==> src/rtl/multicycle_control.sv <==
// Multicycle RISC-V control sequencer: FETCH/DECODE/EXEC/MEM/WB over a shared
// instruction/data memory, with ready-based wait states, retire counting and halt.
module multicycle_control #(
  parameter int INSTRET_W = 64,
  parameter int TIMEOUT   = 255
) (
  input  logic                 clk,
  input  logic                 reset,
  input  logic [6:0]           opcode,
  input  logic [2:0]           funct3,
  input  logic                 zero,
  input  logic                 mem_ready,
  output logic                 pc_write,
  output logic                 ir_write,
  output logic                 mem_read,
  output logic                 mem_write,
  output logic                 i_or_d,
  output logic                 reg_write,
  output logic                 mem_to_reg,
  output logic [1:0]           alu_src_a,
  output logic [1:0]           alu_src_b,
  output logic [1:0]           alu_op,
  output logic                 pc_source,
  output logic [2:0]           state,
  output logic                 halted,
  output logic                 illegal,
  output logic                 mem_timeout,
  output logic [INSTRET_W-1:0] instret
);

  localparam int CNT_W = $clog2(TIMEOUT + 1);

  localparam logic [6:0] OP_R     = 7'b0110011;
  localparam logic [6:0] OP_IMM   = 7'b0010011;
  localparam logic [6:0] OP_LOAD  = 7'b0000011;
  localparam logic [6:0] OP_STORE = 7'b0100011;
  localparam logic [6:0] OP_BR    = 7'b1100011;
  localparam logic [6:0] OP_ECALL = 7'b1110011;

  typedef enum logic [2:0] {
    S_FETCH  = 3'd0,
    S_DECODE = 3'd1,
    S_EXEC   = 3'd2,
    S_MEM    = 3'd3,
    S_WB     = 3'd4,
    S_HALT   = 3'd5
  } state_t;

  state_t               state_r;
  state_t               state_n;
  logic [CNT_W-1:0]     wait_cnt_r;
  logic                 illegal_r;
  logic                 mem_timeout_r;
  logic [INSTRET_W-1:0] instret_r;

  logic pc_write_s, ir_write_s, mem_read_s, mem_write_s, reg_write_s;
  logic retire_s, waiting_s, set_illegal_s, set_timeout_s;

  // Next-state and output decode from the current state and instruction fields
  always_comb begin
    state_n       = state_r;
    pc_write_s    = 1'b0;
    ir_write_s    = 1'b0;
    mem_read_s    = 1'b0;
    mem_write_s   = 1'b0;
    reg_write_s   = 1'b0;
    i_or_d        = 1'b0;
    mem_to_reg    = 1'b0;
    alu_src_a     = 2'b00;
    alu_src_b     = 2'b00;
    alu_op        = 2'b00;
    pc_source     = 1'b0;
    retire_s      = 1'b0;
    waiting_s     = 1'b0;
    set_illegal_s = 1'b0;
    set_timeout_s = 1'b0;
    case (state_r)
      S_FETCH: begin
        mem_read_s = 1'b1;
        alu_src_b  = 2'b01;
        ir_write_s = mem_ready;
        pc_write_s = mem_ready;
        if (mem_ready) begin
          state_n = S_DECODE;
        end else begin
          waiting_s = 1'b1;
        end
      end
      S_DECODE: begin
        // Speculatively form the branch target into ALUOut
        alu_src_a = 2'b01;
        alu_src_b = 2'b10;
        case (opcode)
          OP_ECALL: state_n = S_HALT;
          OP_R, OP_IMM, OP_LOAD, OP_STORE: state_n = S_EXEC;
          OP_BR: begin
            if (funct3[2:1] == 2'b00) begin
              state_n = S_EXEC;
            end else begin
              state_n       = S_HALT;
              set_illegal_s = 1'b1;
            end
          end
          default: begin
            state_n       = S_HALT;
            set_illegal_s = 1'b1;
          end
        endcase
      end
      S_EXEC: begin
        alu_src_a = 2'b10;
        case (opcode)
          OP_R: begin
            alu_op  = 2'b10;
            state_n = S_WB;
          end
          OP_IMM: begin
            alu_src_b = 2'b10;
            alu_op    = 2'b10;
            state_n   = S_WB;
          end
          OP_LOAD, OP_STORE: begin
            alu_src_b = 2'b10;
            state_n   = S_MEM;
          end
          OP_BR: begin
            alu_op     = 2'b01;
            pc_source  = 1'b1;
            pc_write_s = funct3[0] ? ~zero : zero;
            retire_s   = 1'b1;
            state_n    = S_FETCH;
          end
          default: begin
            state_n       = S_HALT;
            set_illegal_s = 1'b1;
          end
        endcase
      end
      S_MEM: begin
        i_or_d = 1'b1;
        case (opcode)
          OP_LOAD: begin
            mem_read_s = 1'b1;
            if (mem_ready) begin
              state_n = S_WB;
            end else begin
              waiting_s = 1'b1;
            end
          end
          OP_STORE: begin
            mem_write_s = 1'b1;
            if (mem_ready) begin
              state_n  = S_FETCH;
              retire_s = 1'b1;
            end else begin
              waiting_s = 1'b1;
            end
          end
          default: begin
            state_n       = S_HALT;
            set_illegal_s = 1'b1;
          end
        endcase
      end
      S_WB: begin
        reg_write_s = 1'b1;
        mem_to_reg  = (opcode == OP_LOAD);
        retire_s    = 1'b1;
        state_n     = S_FETCH;
      end
      S_HALT: state_n = S_HALT;
      default: state_n = S_FETCH;
    endcase
    // Completion in the same cycle wins because waiting_s is only set without mem_ready
    if (waiting_s && (wait_cnt_r == CNT_W'(TIMEOUT - 1))) begin
      state_n       = S_HALT;
      set_timeout_s = 1'b1;
    end else begin
      set_timeout_s = 1'b0;
    end
  end

  // State, wait counter, sticky flags and retire counter
  always_ff @(posedge clk) begin
    if (reset) begin
      state_r       <= S_FETCH;
      wait_cnt_r    <= '0;
      illegal_r     <= 1'b0;
      mem_timeout_r <= 1'b0;
      instret_r     <= '0;
    end else begin
      state_r       <= state_n;
      wait_cnt_r    <= (waiting_s && (state_n == state_r)) ? wait_cnt_r + CNT_W'(1'b1) : '0;
      illegal_r     <= illegal_r | set_illegal_s;
      mem_timeout_r <= mem_timeout_r | set_timeout_s;
      if (retire_s) begin
        instret_r <= instret_r + INSTRET_W'(1'b1);
      end else begin
        instret_r <= instret_r;
      end
    end
  end

  assign pc_write    = pc_write_s & ~reset;
  assign ir_write    = ir_write_s & ~reset;
  assign mem_read    = mem_read_s & ~reset;
  assign mem_write   = mem_write_s & ~reset;
  assign reg_write   = reg_write_s & ~reset;
  assign state       = state_r;
  assign halted      = (state_r == S_HALT);
  assign illegal     = illegal_r;
  assign mem_timeout = mem_timeout_r;
  assign instret     = instret_r;

endmodule

==> config.mk <==
export PLATFORM = sky130hd
export DESIGN_NAME = multicycle_control
export DESIGN_NICKNAME = d
export VERILOG_FILES = /design/src/rtl/multicycle_control.sv
export SDC_FILE = /design/constraint.sdc
export NUM_CORES = 1
export LEC_CHECK = 0
export CAP_MARGIN = 20
export CORE_MARGIN = 10
export CORE_UTILIZATION = 46
export DETAILED_ROUTE_END_ITERATION = 10
export PLACE_DENSITY = 0.88
export SYNTH_ARGS = -nofsm -noshare
export SYNTH_HDL_FRONTEND = slang
export SYNTH_SLANG_ARGS = --single-unit
==> constraint.sdc <==
create_clock -name clk -period 2.2 [get_ports clk]
set_input_delay 0.44 -clock clk [delete_from_list [all_inputs] [get_ports clk]]
set_output_delay 0.44 -clock clk [all_outputs]
set_load 0.01 [all_outputs]
---- Yosys cells after proc, flatten, opt, wreduce, memory -nomap -nowiden ----
Index checks and enable logic that the tools add are counted.
cells by class
  add/subtract/negate cells ............... 2
  equality and inequality tests ........... 13
  multiplexer cells ....................... 39
  bitwise operators ....................... 10
  reduce and logical (&&, ||, !) cells .... 11
operator list
  cell                   count
  $add 64x1->64 const B  1
  $mux 1                 19
  $mux 3                 5
  $pmux 3 s5             1
  $eq 7x6->1 const B     2
  $eq 7x7->1 const B     2
  $pmux 3 s2             2
  $reduce_or 5->1        2
  $pmux 3 s3             1
  $add 8x1->8 const B    1
  $eq 8x8->1 const B     1
  $pmux 1 s2             4
  $pmux 2 s2             2
  $eq 7x2->1 const B     1
  $eq 7x5->1 const B     1
  $eq 3x2->1 const B     2
  $eq 3x3->1 const B     2
  $pmux 1 s3             2
  $pmux 2 s3             1
  $reduce_or 2->1        3
  $and 1x1->1            5
  $mux 2                 2
  $reduce_or 4->1        1
  $eq 3x1->1 const B     1
  other kinds (7)        11
word-level totals
  bits in registers ....................... 77
  input port bits ......................... 14
  output and inout bits ................... 84

---- Longest topological paths before layout ----
  depth after elaboration ................. 10
  gate-level depth with buffers ........... 10
  depth with buffers taken out ............ 6

---- Worst setup path before layout ----
Ideal clock, no wire load.
  path kind ............................... register -> register
  start point ............................. register state_r[1], in the netlist state[1]
  end point ............................... register instret_r[53], in the netlist instret[53]
  setup time .............................. 70 ps
  arrival time ............................ 2318 ps
  data required time ...................... 2130 ps
  slack ................................... -188 ps
  cell stages (with the launch flop) ...... 9
  clock period less this slack ............ 2388 ps
  cells stage by stage .................... dfxtp_1 > clkbuf_2 > nor3b_4 > nand4_2 > inv_2 > nor3_2 > buf_2 > or4b_2 > a21oi_1
between the ends
  longest elaborated chain between the ends .. 2
RTL lines
  item                                      RTL line  RTL
  start, declared                           49        state_t state_r;
  start signal, assigned                    192       state_r <= state_n;
  $eq 3x3->1 or $eq 3x2->1 (tied branches)  77        case (state_r)
  $pmux 1 s3 (*)                            77
  end signal, assigned                      197       instret_r <= instret_r + INSTRET_W'(1'b1);
  end signal, assigned                      199       instret_r <= instret_r;
  end, declared                             54        logic [INSTRET_W-1:0] instret_r;
Every way passes the cells marked *; elsewhere a longest branch is shown, timed or not.
A chain may end at the register's enable or synchronous reset.

---- Final worst setup path ----
  start point ............................. input mem_ready
  end point ............................... register instret_r[37], in the netlist instret[37]
between the ends
  longest elaborated chain between the ends .. 3
RTL lines
  item             RTL line  RTL
  start, declared  12        input logic mem_ready,
  $mux 1           152       if (mem_ready) begin
  $mux 1           141       case (opcode)
  $pmux 1 s3       77
No other way between the ends.

==> results.py <==
metrics = {
    "setup_path": {
        "reg2reg_to": "instret[52]",
        "crit_path_max_fanout": 8,
        "rr_worst_depth": 7,
        "slowest_delay_ns": 0.64,
        "reg2reg_from": "instret[42]",
        "cp_top_family": "simple AND/OR/NAND/NOR gates",
        "end_kind": "flip-flop",
        "startpoint": "mem_ready",
        "crit_buf_inv": 2,
        "r2r_slack_ns": 0.02,
        "worstSetupPathType": "in -> reg",
        "arrival_ns": 2.47,
        "slowest_stage": "or4_2",
        "path_depth": 7,
        "crit_path_end": "instret[37]",
        "crit_chain": "clkdlybuf4s50_1 -> nor2b_4 -> and4_4 -> o311ai_1 -> buf_4 -> or4_2 -> a21oi_1",
        "crit_path_start_kind": "primary input",
        "required_ns": 2.48,
    },
    "grt": {
        "antenna_found_initial": 0,
        "first_global_vias": 4829,
        "grt.overflow.total": 0,
        "grt_max_degree": 68,
        "grt_pass1_wl_um": 22850,
        "track_usage_pct": 20.81,
    },
    "synthesis": {
        "synthFlopType": "dfxtp_1",
        "async_reset_ff_share_pct": 0,
        "synth_top_cell_by_area": "dfxtp_1",
        "syn_inst": 507,
        "synth_nets": 524,
        "synth_top_area_share_pct": 36.70,
        "synth-edff-count": 0,
        "yosys-top-cells-area": "dfxtp_1 (37%), a21oi_1 (7.1%), o31ai_1 (6.1%)",
        "synth.distinct_cells": 62,
        "synth_seq_area_share_pct": 36.70,
        "syn_area_per_cell_um2": 8.285,
        "synth_seq_cells": 77,
        "synth_warnings": 0,
        "synth_area_um2": 4200,
    },
    "pwr": {
        "powerDensity_nw_per_um2": 448.8,
        "clkPwrFrac_pct": 41.1,
        "p_comb_share_pct": 8.8,
        "ir_drop_uv": 279.6,
        "seqPwrFrac_pct": 50.1,
        "total_power_uw": 2811,
        "swShare_pct": 24.25,
        "internal_power_uw": 2130,
        "power_leakage_uw": 0.002215,
        "netSwitchingPower_uw": 681.8,
    },
    "timing": {
        "finalCritPeriodShare_pct": 99.55,
        "fin_tns_setup_ns": 0,
        "fmax_mhz": 456.6,
        "slew_headroom_pct": 52.68,
        "layout_setup_ws_ns": 0.009948,
        "drv_slew": 0,
        "hold_viol_final": 0,
        "fin_crit_ns": 2.190,
        "hold_ws_ns": 0.3849,
        "setup_viol": 0,
        "tightest_slew_ns": 0.7098,
        "clock_skew_ns": 0.01064,
    },
    "detailed_routing": {
        "wirelength_um": 15120,
        "dr.pass1.iters": 5,
        "viasPerCell": 6.336,
        "wl_per_cell_um": 19.17,
        "dr.first_iter.drc_count": 421,
        "post-route-drc-count": 0,
        "ant_nets": 0,
        "vias": 4999,
    },
    "place": {
        "io_buffers": 97,
        "dp_hpwl_um": 10370,
        "place_area_um2": 5788,
        "globalplace.congestion": 0.9310,
        "place_ws_ns": -0.5673,
    },
    "final_layout": {
        "multi_input_area_um2": 2589,
        "area_delta_synth_final_pct": 49.12,
        "fin_area_um2": 6264,
        "num_antenna_cells": 0,
        "nets": 693,
        "drive_gt1_share_pct": 25.70,
        "regArea_um2": 1567,
        "fillers": 627,
    },
    "clock_network": {
        "cts-htree-levels": 3,
        "clk_pin_slew_ns": 0.08,
        "cts_sinks": 77,
        "cts_tree": "built",
        "clockBufferDepth": 2,
        "holdBufCountCts": 0,
        "worstSkewPairLatency_ns": 0.36,
        "root_buffer": "clkbuf_8",
        "numCtsBuffers": 9,
    },
    "floorplan": {
        "die_height_um": 115.6,
        "core.rowCount": 34,
        "core_um2": 8806,
        "io_pins": 98,
        "fp.dieW_um": 115.6,
        "design.die.area_um2": 13350,
        "start_util_pct": 47.70,
    },
    "min_path": {
        "hold_depth": 2,
        "hp-class": "in -> reg",
    },
    "run": {
        "max_cap_violations": 0,
    },
    "status": {
        "outcome": "completed",
    },
}
==> cell usage in the layout, fill, tap and decap left out, types with 6 or more instances in the layout <==
master,count
buf_4,85
clkdlybuf4s50_1,78
dfxtp_1,65
a21oi_1,58
nor2_1,35
nand2_1,33
o31ai_1,33
or4_1,30
nand3_1,25
nand4_1,24
o21ai_0,15
clkbuf_8,12
or3_1,11
xnor2_1,11
inv_1,10
dlygate4sd2_1,9
dfxtp_2,8
a31oi_1,7
and3_1,6
==> worst min-delay path by stage <==
stage	from	end	slack (ns)
after detailed placement	mem_timeout	mem_timeout	0.44
after global placement	wait_cnt_r[0]	wait_cnt_r[0]	0.44
after CTS	reset	state[2]	0.38
after floorplan	wait_cnt_r[0]	wait_cnt_r[0]	0.43
final	reset	state[2]	0.38
after global routing	reset	state[2]	0.40
==> Yosys cell counts, types with 3 or more instances <==
master	instances
and4_2	4
or3_1	12
nor4_1	6
nor2_1	35
and4_1	8
or4_1	32
ha_1	3
o31ai_1	34
nor2b_1	6
and3_1	7
nand4_1	24
o21ai_0	17
xor2_1	5
nand2_1	33
xnor2_1	11
buf_2	11
a21oi_1	60
and2_1	5
a31oi_1	7
dfxtp_1	77
clkbuf_1	14
nor3_1	8
inv_1	11
a21o_1	3
nand3_1	25
==> kinds of logic (layout without fill, tap and decap cells) <==
kind of cell / count (synthesis) / count (layout) / share of synthesized area (%)
simple gates: 228 / 228 / 32.71
compound gates: 138 / 138 / 20.82
flops: 77 / 77 / 36.70
buf+inv: 43 / 217 / 5.034
xor+xnor: 16 / 16 / 3.336
fa+ha+maj: 3 / 3 / 0.8938
mux: 2 / 2 / 0.5064
==> routing by layer <==
| layer | share of wire [%] | track usage (%) | vias up |
|---|---|---|---|
| li1 | - | - | 2289 |
| met1 | 38 | 22.34 | 2436 |
| met2 | 51 | 37.68 | 229 |
| met3 | 8.9 | 6.253 | 45 |
| met4 | 2.6 | 7.770 | 0 |
| met5 | 0 | 0 | - |
==> stage by stage <==
step | std cells | utilization (%)
3_3_place_gp | 758 | 65.73
6_report | 789 | 71.13
2_1_floorplan | 507 | -
4_1_cts | 779 | 69.18
3_5_place_dp | 758 | 65.73
5_1_grt | 789 | 71.13
==> timing repair <==
item / in CTS / in global routing
buffers inserted: 5 / 7
gates resized for setup: 46 / 27
pin swaps: 10 / 8
cloned: 0 / 3
setup endpoints to repair: 50 / 40
==> final cells by class <==
type	instances	share of cell area (%)
Inverter	12	0.7591
Clock inverter	3	0.6792
Timing Repair Buffer	189	27.37
Tap cell	108	2.157
Multi-Input combinational cell	387	41.33
Clock buffer	13	2.697
Sequential cell	77	25.01
==> sequential cells by signal (all words and copies together) (netlist names) <==
| name | count |
|---|---|
| state | 3 |
| illegal | 1 |
| wait_cnt_r | 8 |
| instret | 64 |
| mem_timeout | 1 |
==> power by group through the flow <==
stage | sequential (uW) | clock [uW] | combinational, uW
after CTS | 1410 | 1160 | 242
after global routing | 1410 | 1240 | 267
after global placement | 1440 | 0 | 228
after detailed placement | 1440 | 0 | 235
after floorplan | 1440 | 0 | 106
final | 1410 | 1150 | 248
No activity file was read; power rests on OpenSTA's default activity.
